<file path="config.mk">
export PLATFORM = sky130hd
export DESIGN_NAME = lane_merger_flat
export DESIGN_NICKNAME = d
export VERILOG_FILES = /design/src/rtl/lane_merger_if.sv /design/src/rtl/lane_merger.sv /design/src/flat_wrapper.sv
export SDC_FILE = /design/constraint.sdc
export NUM_CORES = 1
export LEC_CHECK = 0
export CAP_MARGIN = 20
export CELL_PAD_IN_SITES_DETAIL_PLACEMENT = 1
export CELL_PAD_IN_SITES_GLOBAL_PLACEMENT = 1
export CORE_UTILIZATION = 24
export DETAILED_ROUTE_END_ITERATION = 16
export DONT_BUFFER_PORTS = 1
export PLACE_DENSITY_LB_ADDON = 0.1
export SKIP_LAST_GASP = 1
export SLEW_MARGIN = 20
export SYNTH_ARGS = -nofsm -noshare
export SYNTH_HDL_FRONTEND = slang
export SYNTH_SLANG_ARGS = --single-unit
</file>
<file path="constraint.sdc">
create_clock -name clk -period 2.9 [get_ports clk]
set_input_delay 0.435 -clock clk [delete_from_list [all_inputs] [get_ports clk]]
set_output_delay 0.435 -clock clk [all_outputs]
set_load 0.005 [all_outputs]
</file>
<file path="src/rtl/lane_merger_if.sv">
// ============================================================================
// Module      : lane_merger_if
// Description : Lane input / merged output bundle for lane_merger.
// Revision    : 1.0 - initial release
// ============================================================================
`default_nettype none

interface lane_merger_if #(
    parameter int DATA_WIDTH = 8
);
    logic [DATA_WIDTH-1:0] dataIn0;
    logic [DATA_WIDTH-1:0] dataIn1;
    logic [DATA_WIDTH-1:0] dataIn2;
    logic                  validIn0;
    logic                  validIn1;
    logic                  validIn2;
    logic                  ready_out;
    logic [DATA_WIDTH-1:0] dataOut;
    logic                  validOut;
    logic [1:0]            laneOut;
    logic                  full0;
    logic                  full1;
    logic                  full2;
    logic                  almost_full0;
    logic                  almost_full1;
    logic                  almost_full2;
    logic                  overflow_err;

    modport master (
        output dataIn0, dataIn1, dataIn2, validIn0, validIn1, validIn2, ready_out,
        input  dataOut, validOut, laneOut, full0, full1, full2,
               almost_full0, almost_full1, almost_full2, overflow_err
    );

    modport slave (
        input  dataIn0, dataIn1, dataIn2, validIn0, validIn1, validIn2, ready_out,
        output dataOut, validOut, laneOut, full0, full1, full2,
               almost_full0, almost_full1, almost_full2, overflow_err
    );
endinterface

`default_nettype wire

</file>
<file path="src/rtl/lane_merger.sv">
// ============================================================================
// Module      : lane_merger
// Description : Buffers three byte lanes in FIFOs and merges them round-robin
//               into one registered valid/ready output stream.
// Revision    : 1.0 - initial release
// ============================================================================
`default_nettype none

module lane_merger #(
    parameter int DATA_WIDTH  = 8,
    parameter int FIFO_DEPTH  = 4,
    parameter int ADDR_WIDTH  = 2,
    parameter int AFULL_LEVEL = 3
) (
    input  logic        clk,
    input  logic        reset,
    lane_merger_if.slave bus
);
    localparam int                  c_LANES = 3;
    localparam logic [ADDR_WIDTH:0] c_DEPTH = (ADDR_WIDTH+1)'(FIFO_DEPTH);
    localparam logic [ADDR_WIDTH:0] c_AFULL = (ADDR_WIDTH+1)'(AFULL_LEVEL);

    logic [c_LANES-1:0]    w_valid_in;
    logic [c_LANES-1:0]    w_nonempty;
    logic [c_LANES-1:0]    w_full;
    logic [c_LANES-1:0]    w_afull;
    logic [c_LANES-1:0]    w_pop;
    logic [c_LANES-1:0]    w_drop;
    logic [DATA_WIDTH-1:0] w_data_in [c_LANES];
    logic [DATA_WIDTH-1:0] w_head    [c_LANES];

    logic                  w_load;
    logic                  w_grant_valid;
    logic [1:0]            w_grant_lane;
    logic [1:0]            w_cand;

    logic [DATA_WIDTH-1:0] r_data_out;
    logic                  r_valid_out;
    logic [1:0]            r_lane_out;
    logic [1:0]            r_ptr;
    logic                  r_overflow;

    assign w_valid_in   = {bus.validIn2, bus.validIn1, bus.validIn0};
    assign w_data_in[0] = bus.dataIn0;
    assign w_data_in[1] = bus.dataIn1;
    assign w_data_in[2] = bus.dataIn2;

    assign w_load = !r_valid_out || bus.ready_out;

    // Search starts one past the last granted lane, so lane order rotates.
    always_comb begin
        w_grant_valid = 1'b0;
        w_grant_lane  = r_ptr;
        w_cand        = r_ptr;
        for (int k = 0; k < c_LANES; k++) begin
            w_cand = (w_cand == 2'd2) ? 2'd0 : w_cand + 2'd1;
            if (!w_grant_valid && w_nonempty[w_cand]) begin
                w_grant_valid = 1'b1;
                w_grant_lane  = w_cand;
            end
        end
    end

    for (genvar l = 0; l < c_LANES; l++) begin : g_lane
        logic [DATA_WIDTH-1:0] r_mem [FIFO_DEPTH];
        logic [ADDR_WIDTH-1:0] r_wr_ptr;
        logic [ADDR_WIDTH-1:0] r_rd_ptr;
        logic [ADDR_WIDTH:0]   r_count;
        logic                  w_push;

        assign w_full[l]     = (r_count == c_DEPTH);
        assign w_afull[l]    = (r_count >= c_AFULL);
        assign w_nonempty[l] = (r_count != '0);
        assign w_pop[l]      = w_load && w_grant_valid && (w_grant_lane == 2'(l));
        // A full lane still accepts when its head leaves in the same cycle.
        assign w_push        = w_valid_in[l] && (!w_full[l] || w_pop[l]);
        assign w_drop[l]     = w_valid_in[l] && !w_push;
        assign w_head[l]     = r_mem[r_rd_ptr];

        always_ff @(posedge clk) begin
            if (w_push) begin
                r_mem[r_wr_ptr] <= w_data_in[l];
            end
        end

        always_ff @(posedge clk or negedge reset) begin
            if (!reset) begin
                r_wr_ptr <= '0;
                r_rd_ptr <= '0;
                r_count  <= '0;
            end else begin
                if (w_push) begin
                    r_wr_ptr <= r_wr_ptr + 1'b1;
                end
                if (w_pop[l]) begin
                    r_rd_ptr <= r_rd_ptr + 1'b1;
                end
                if (w_push && !w_pop[l]) begin
                    r_count <= r_count + 1'b1;
                end else if (!w_push && w_pop[l]) begin
                    r_count <= r_count - 1'b1;
                end
            end
        end
    end

    always_ff @(posedge clk or negedge reset) begin
        if (!reset) begin
            r_data_out  <= '0;
            r_valid_out <= 1'b0;
            r_lane_out  <= 2'd0;
            r_ptr       <= 2'd2;
            r_overflow  <= 1'b0;
        end else begin
            if (w_load) begin
                if (w_grant_valid) begin
                    r_data_out  <= w_head[w_grant_lane];
                    r_lane_out  <= w_grant_lane;
                    r_valid_out <= 1'b1;
                    r_ptr       <= w_grant_lane;
                end else begin
                    r_valid_out <= 1'b0;
                end
            end
            if (|w_drop) begin
                r_overflow <= 1'b1;
            end
        end
    end

    assign bus.dataOut      = r_data_out;
    assign bus.validOut     = r_valid_out;
    assign bus.laneOut      = r_lane_out;
    assign bus.full0        = w_full[0];
    assign bus.full1        = w_full[1];
    assign bus.full2        = w_full[2];
    assign bus.almost_full0 = w_afull[0];
    assign bus.almost_full1 = w_afull[1];
    assign bus.almost_full2 = w_afull[2];
    assign bus.overflow_err = r_overflow;

endmodule

`default_nettype wire

</file>
<file path="src/flat_wrapper.sv">
// flat-port wrapper written by rule: the top's interface ports become plain ports
module lane_merger_flat 
#(
    parameter int DATA_WIDTH  = 8,
    parameter int FIFO_DEPTH  = 4,
    parameter int ADDR_WIDTH  = 2,
    parameter int AFULL_LEVEL = 3
)
  (clk, reset, bus_dataIn0, bus_dataIn1, bus_dataIn2, bus_validIn0, bus_validIn1, bus_validIn2, bus_ready_out, bus_dataOut, bus_validOut, bus_laneOut, bus_full0, bus_full1, bus_full2, bus_almost_full0, bus_almost_full1, bus_almost_full2, bus_overflow_err);
  lane_merger_if #(.DATA_WIDTH(DATA_WIDTH)) bus_i ();
  input  logic clk;
  input  logic reset;
  input wire logic [$bits(bus_i.dataIn0)-1:0] bus_dataIn0;
  input wire logic [$bits(bus_i.dataIn1)-1:0] bus_dataIn1;
  input wire logic [$bits(bus_i.dataIn2)-1:0] bus_dataIn2;
  input wire logic [$bits(bus_i.validIn0)-1:0] bus_validIn0;
  input wire logic [$bits(bus_i.validIn1)-1:0] bus_validIn1;
  input wire logic [$bits(bus_i.validIn2)-1:0] bus_validIn2;
  input wire logic [$bits(bus_i.ready_out)-1:0] bus_ready_out;
  output wire logic [$bits(bus_i.dataOut)-1:0] bus_dataOut;
  output wire logic [$bits(bus_i.validOut)-1:0] bus_validOut;
  output wire logic [$bits(bus_i.laneOut)-1:0] bus_laneOut;
  output wire logic [$bits(bus_i.full0)-1:0] bus_full0;
  output wire logic [$bits(bus_i.full1)-1:0] bus_full1;
  output wire logic [$bits(bus_i.full2)-1:0] bus_full2;
  output wire logic [$bits(bus_i.almost_full0)-1:0] bus_almost_full0;
  output wire logic [$bits(bus_i.almost_full1)-1:0] bus_almost_full1;
  output wire logic [$bits(bus_i.almost_full2)-1:0] bus_almost_full2;
  output wire logic [$bits(bus_i.overflow_err)-1:0] bus_overflow_err;
  assign bus_i.dataIn0 = bus_dataIn0;
  assign bus_i.dataIn1 = bus_dataIn1;
  assign bus_i.dataIn2 = bus_dataIn2;
  assign bus_i.validIn0 = bus_validIn0;
  assign bus_i.validIn1 = bus_validIn1;
  assign bus_i.validIn2 = bus_validIn2;
  assign bus_i.ready_out = bus_ready_out;
  assign bus_dataOut = bus_i.dataOut;
  assign bus_validOut = bus_i.validOut;
  assign bus_laneOut = bus_i.laneOut;
  assign bus_full0 = bus_i.full0;
  assign bus_full1 = bus_i.full1;
  assign bus_full2 = bus_i.full2;
  assign bus_almost_full0 = bus_i.almost_full0;
  assign bus_almost_full1 = bus_i.almost_full1;
  assign bus_almost_full2 = bus_i.almost_full2;
  assign bus_overflow_err = bus_i.overflow_err;
  lane_merger #(.DATA_WIDTH(DATA_WIDTH), .FIFO_DEPTH(FIFO_DEPTH), .ADDR_WIDTH(ADDR_WIDTH), .AFULL_LEVEL(AFULL_LEVEL)) u_core (.clk(clk), .reset(reset), .bus(bus_i));
endmodule
</file>
==> results of run 1 <==
[report_power, final]
group          total (mW)  switching (mW)  internal (mW)
Sequential           3.08           0.526           2.55
Clock                2.13           0.856           1.28
Combinational        2.00            1.03          0.969
[cell usage in the layout, fill, tap and decap left out, types with 2 or more instances in the layout]
cell and instances:
edfxtp_1 96, dfrtp_1 33, mux4_2 24, inv_1 17, clkbuf_16 17, ha_1 15
and2_1 12, nand2_1 10, nor2_1 9, mux2i_1 9, o21ai_1 9, xor2_1 9
xnor2_1 9, a22oi_1 8, buf_4 6, inv_6 5, mux2_2 4, fa_1 3
clkinv_4 3, nor3_4 2, o21ai_2 2, o21a_4 2, a21o_1 2, o22ai_1 2
o21a_1 2, clkinv_2 2, bufinv_16 2
[logic make-up (layout without fill, tap and decap cells)]
logic type | after synthesis | count (layout) | synth area share (%)
AND/OR/NAND/NOR | 41 | 41 | 4.248
AO/OA/AOI/OAI | 39 | 39 | 5.846
buffers and inverters | 25 | 57 | 1.804
multiplexers | 38 | 38 | 12.54
adder cells (fa/ha/maj) | 18 | 18 | 4.522
XOR/XNOR | 18 | 18 | 2.878
flip-flops | 130 | 130 | 68.17
[state kept, by name, indices dropped and copies added, names as in the netlist]
name,count
u_core.bus.validOut,1
u_core.r_ptr,2
u_core.g_lane.r_wr_ptr,6
u_core.g_lane.r_mem,96
u_core.bus.dataOut,8
u_core.g_lane.r_count,9
u_core.bus.laneOut,1
u_core.bus.overflow_err,1
u_core.g_lane.r_rd_ptr,6
[worst paths after layout]
kind                       cells after the start                           end                         from
setup / recovery                              10   u_core.g_lane[1].r_count[2]  u_core.g_lane[2].r_count[1]
hold / removal                                 0  u_core.g_lane[0].r_mem[2][2]               bus_dataIn0[2]
setup reg to reg                              10   u_core.g_lane[1].r_count[2]  u_core.g_lane[2].r_count[1]
hold reg to reg                                1         u_core.bus.laneOut[1]        u_core.bus.laneOut[1]
max in group asynchronous                      2               u_core.r_ptr[1]                        reset
min in group asynchronous                      2   u_core.g_lane[2].r_count[0]                        reset
[timing repair]
item | CTS | global route
hold buffers | 2 | 0
hold endpoints to repair | 34 | 0
endpoints found under the setup margin | 0 | 0
[per-stage QoR]
step	util, %	setup slack (ns)	power, mW	hold slack, ns	cells
detailed placement	26.43	0.2057	5.206	0.1409	587
global route	29.19	0.02480	7.692	0.08281	621
floorplan	-	0.3123	4.469	0.1394	309
finish	29.19	0.1965	7.207	0.1077	621
global placement	26.43	0.2810	5.199	0.1409	587
CTS	29.19	0.1839	7.380	0.08563	621
[layout make-up]
cell class	instances	share of cell area, %
Timing Repair Buffer	8	1.164
Clock inverter	14	2.347
Sequential cell	130	57.90
Clock buffer	18	6.654
Multi-Input combinational cell	154	25.51
Inverter	17	0.9893
Tap cell	280	5.432
[metal layers]
layer | vias up | track usage (%)
met1 | 1408 | 14.34
met4 | 0 | 4.473
met2 | 42 | 17.33
li1 | 1211 | -
met3 | 8 | 4.281
met5 | - | 0
==> flow_summary.yaml, run 1 <==
floorplanning:
  die_y_um: 153.1
  num_io_pins: 48
  initial_core_util_pct: 24.80
  rows: 54
  die_area_mm2: 0.02344
  coreArea_mm2: 0.02209
  die_w_um: 153.1
sta:
  final.setup.tns_ns: 0
  skew_ns: 0.008284
  min_period_ns: 2.704
  post-route-period-util_pct: 93.22
  finalSetupViolations: 0
  rsz0062_at_grt: "false"
  maxSlewViolCount: 0
  slew_headroom_pct: 54.27
  hold_viol: 0
  clock.fmax_mhz: 369.9
  worst_slew_pin_slew_ns: 0.6814
logic_synthesis:
  synth-edff-count: 96
  synth_largest_area_cell: "edfxtp_1"
  netlist_top_cells_area: "edfxtp_1, dfrtp_1, mux4_2"
  syn_area_per_cell_um2: 17.73
  yosysTopAreaCellShare_pct: 52.61
  yosysMostFrequentCell: "edfxtp_1"
  syn-num-nets: 357
  async_flop_share_pct: 26.15
  ys_seq_area_share_pct: 68.17
  synth.ff_latch_count: 130
  synth_area_mm2: 0.005479
  ys.flop_type: "edfxtp_1"
  yosysWarnings: 0
  synth_commonest_cells: "edfxtp_1, dfrtp_1, mux4_2"
  synth_cells: 309
  yosysUniqueCellTypes: 46
global_routing:
  grt_max_degree: 35
  grt_pass1_wl_mm: 18.94
  track_usage_pct: 11.30
  antenna_found_initial: 0
  overflow: 0
  grt_pass1_vias: 3045
layout:
  seq_area_mm2: 0.003735
  diodes: 0
  drive_gt1_share_pct: 24.05
  fillCellCount: 2245
  final_area_mm2: 0.006450
  multiInputGateArea_mm2: 0.001645
  final_nets: 376
  area_growth_pct: 17.72
placed_design:
  place_hpwl_mm: 8.560
  place.gp.congestion: 0.6960
  numPortBuffers: 0
  placed_cell_area_mm2: 0.005839
detailed_routing:
  drt-total-wl_mm: 12.19
  detail_route.wl_per_cell_um: 19.62
  dr_wl_met3_um: 709
  drtIter0Drc: 159
  drt_pre_antenna_iters: 4
  route.met2.wl_mm: 5.741
  highest_layer: "met4"
  drc_errors: 0
  viasPerCell: 4.298
  route.vias.total: 2669
  antenna_left: 0
  met1Wirelength_mm: 5.584
clock_tree:
  clock_sinks: 130
  clockRootBuffer: "clkbuf_16"
  clk_latency_ns: 0.42
  cts_buffer_depth: 2
  cts_resized: 0
  numCtsBuffers: 17
  cts_tree: "yes"
  cts.clk_slew.worst_paths_ns: 0.06
  post-cts-setup-buffer-count: 0
  htreeDepth: 4
critical_path:
  startpoint_type: "flop"
  critical-path-max-stage-delay_ns: 0.45
  path_buf_inv: 1
  worstPathArrival_ns: 3.04
  r2r_slack_ns: 0.20
  crit_fanout: 7
  crit_chain: "nor3_2, o21ai_2, a211oi_4, o21a_4, ha_1, inv_1, fa_1, xor2_1, nor2_1, xor2_1"
  required_ns: 3.24
  slowest_stage: "dfrtp_1"
  critPathTopFamily: "compound AO/OA/AOI/OAI gates"
  crit_type: "reg -> reg"
  crit_top_cell: "xor2_1"
  worstSetupEndpointType: "flop"
pwr:
  p_leak_nw: 2.300
  power_density_mw_per_mm2: 1117
  vdd_ir_drop_max_uv: 400.7
status:
  status: "finished clean"
min_path:
  hold_class: "in -> reg"
flow_run:
  maxCapViolCount: 0
No activity file was read; power rests on OpenSTA's default activity.
==> run 2: changes to the inputs <==
- CTS_BUF_LIST: default -> sky130_fd_sc_hd__clkbuf_4
- RECOVER_POWER: default -> 50
==> run 2 against run 1 <==
Effect of this change:
- the run now ends with capacitance limit, slew limit left
- critical endpoint unchanged
- die area did not move
- wire length barely moved
- largest power group unchanged
- clock skew grew 0.017 ns
- via count up 3.5%
- total power down 11%
- sequential share of layout area up 0.46 points
- register-to-register slack improved by 0.07 ns
- global-route usage about the same
==> flow_summary.yaml, run 2 (synthesis results as in run 1) <==
sta:
  skew_ns: 0.02519
  hold_viol: 0
  hold_slack_ns: 0.06103
  maxSlewViolCount: 35
  min_period_ns: 2.636
  worst_slew_pin_slew_ns: 2.084
  final.setup.tns_ns: 0
  finalSetupViolations: 0
  clock.fmax_mhz: 379.4
  rsz0062_at_grt: "false"
  slew_headroom_pct: -38.92
  post-route-period-util_pct: 90.89
floorplanning:
  num_io_pins: 48
  die_area_mm2: 0.02344
  initial_core_util_pct: 24.80
  die_y_um: 153.1
  rows: 54
  die_w_um: 153.1
  coreArea_mm2: 0.02209
global_routing:
  overflow: 0
  grt_pass1_wl_mm: 18.97
  track_usage_pct: 11.29
  grt_max_degree: 35
  grt_pass1_vias: 3105
  antenna_found_initial: 1
critical_path:
  crit_type: "reg -> reg"
  worstPathArrival_ns: 3.10
  startpoint_type: "flop"
  slowest_stage: "dfrtp_1"
  crit_fanout: 7
  crit_top_cell: "xor2_1"
  crit_chain: "nor3_4, o21ai_2, a211oi_4, o21a_4, ha_1, inv_1, fa_1, xor2_1, nor2_1, xor2_1"
  required_ns: 3.36
  critical-path-max-stage-delay_ns: 0.49
  worstSetupEndpointType: "flop"
placed_design:
  place_hpwl_mm: 8.560
  dp.cells: 587
  numPortBuffers: 0
  place.gp.congestion: 0.6960
layout:
  final_cell_mix: "edfxtp_1, dfrtp_1, dlygate4sd3_1, mux4_2, clkbuf_4"
  drive_gt1_share_pct: 22.40
  fillCellCount: 2275
  multiInputGateArea_mm2: 0.001652
  layout_commonest_cell: "edfxtp_1"
  seq_area_mm2: 0.003735
  largest_reg_flops: 96
  largest-register: "u_core.g_lane.r_mem"
  area_growth_pct: 16.78
  final_nets: 401
  instances_no_fill: 647
min_path:
  hold_class: "in -> reg"
detailed_routing:
  drc_errors: 0
  detail_route.wl_per_cell_um: 18.84
  drt_pre_antenna_iters: 4
  drtIter0Drc: 127
  route.vias.total: 2763
  drt-total-wl_mm: 12.19
  antenna_left: 0
  viasPerCell: 4.270
clock_tree:
  clk_latency_ns: 0.54
  clock_sinks: 130
  cts_tree: "yes"
  numCtsBuffers: 17
  clockRootBuffer: "clkbuf_4"
  cts_buffer_depth: 2
  htreeDepth: 4
  cts.clk_slew.worst_paths_ns: 0.13
pwr:
  power_density_mw_per_mm2: 998.5
  p_leak_nw: 2.271
  vdd_ir_drop_max_uv: 249.2
flow_run:
  maxCapViolCount: 1
status:
  violations: "capacitance limit, slew limit"
  status: "finished, violations left"
==> run 2: cell types whose count changed in the layout (fill, tap and decap cells not counted), sizes merged <==
cell | previous run | this run
clkbuf | 18 | 19
buf | 7 | 6
dlygate4sd3 | 1 | 26
diode | 0 | 1
==> run 2: routing by layer <==
layer / GRT usage, % / wire length, um / share of wire (%)
met5: 0 / 0 / 0
met4: 3.608 / 127 / 1.0
met3: 4.139 / 575 / 4.7
met2: 17.35 / 5789 / 47
met1: 14.73 / 5699 / 47
==> run 2: per-stage QoR <==
step                utilization, %  area, um^2  power (mW)  setup WS [ns]
floorplan                        -        5479       4.469         0.3123
global placement             26.43        5839       5.199         0.2810
detailed placement           26.43        5839       5.206         0.2057
CTS                          29.00        6406       6.552         0.1639
global route                 28.96        6399       6.881        0.07848
finish                       28.96        6399       6.389         0.2642
==> run 2: worst paths after layout <==
| kind | from | end | slack [ns] | depth (start not counted) |
|---|---|---|---|---|
| worst max register to register | u_core.g_lane[2].r_count[1] | u_core.g_lane[1].r_count[2] | 0.26 | 10 |
| worst min register to register | u_core.bus.laneOut[1] | u_core.bus.laneOut[1] | 0.54 | 1 |
| worst max-delay path | u_core.g_lane[2].r_count[1] | u_core.g_lane[1].r_count[2] | 0.26 | 10 |
| max in group asynchronous | reset | u_core.g_lane[1].r_wr_ptr[1] | 0.66 | 2 |
| min in group asynchronous | reset | u_core.g_lane[2].r_count[0] | 1.01 | 2 |
| worst min-delay path | bus_validIn0 | u_core.g_lane[0].r_wr_ptr[1] | 0.06 | 2 |
==> run 2: cell type report <==
class | count | area share (%)
multi-input cells | 154 | 25.81
clock inverters | 14 | 2.366
repair buffers | 33 | 4.830
clock buffers | 18 | 2.112
inverters | 17 | 0.9973
well taps | 280 | 5.475
flip-flops and latches | 130 | 58.37
diodes | 1 | 0.03911
==> run 2: critical path, delay by kind of cell, from the launching register on <==
family	cells	cell delay [ns]
AO/OA/AOI/OAI	3	0.68
adder cells (fa/ha/maj)	2	0.55
flip-flops	1	0.49
AND/OR/NAND/NOR	2	0.44
XOR/XNOR	2	0.31
buffers and inverters	1	0.06
==> run 2: repair_timing <==
| item | 4_1_cts | 5_1_grt |
|---|---|---|
| setup buffers | 0 | 0 |
| hold buffers | 27 | 0 |
| gates resized for setup | 0 | 1 |
| hold endpoints to repair | 131 | 0 |
| endpoints found under the setup margin | 0 | 1 |
==> run 2: where the power goes <==
part	total [mW]	internal [mW]	switching, mW
combinational	2.04	0.992	1.05
clock	1.27	0.532	0.739
sequential	3.08	2.54	0.534
total	6.39	4.07	2.32
==> run 3: changes to the inputs <==
- CAP_MARGIN: 20 -> default
==> results of run 3 <==
Same layout as run 2: the final DEF is identical, and so are final timing and power.
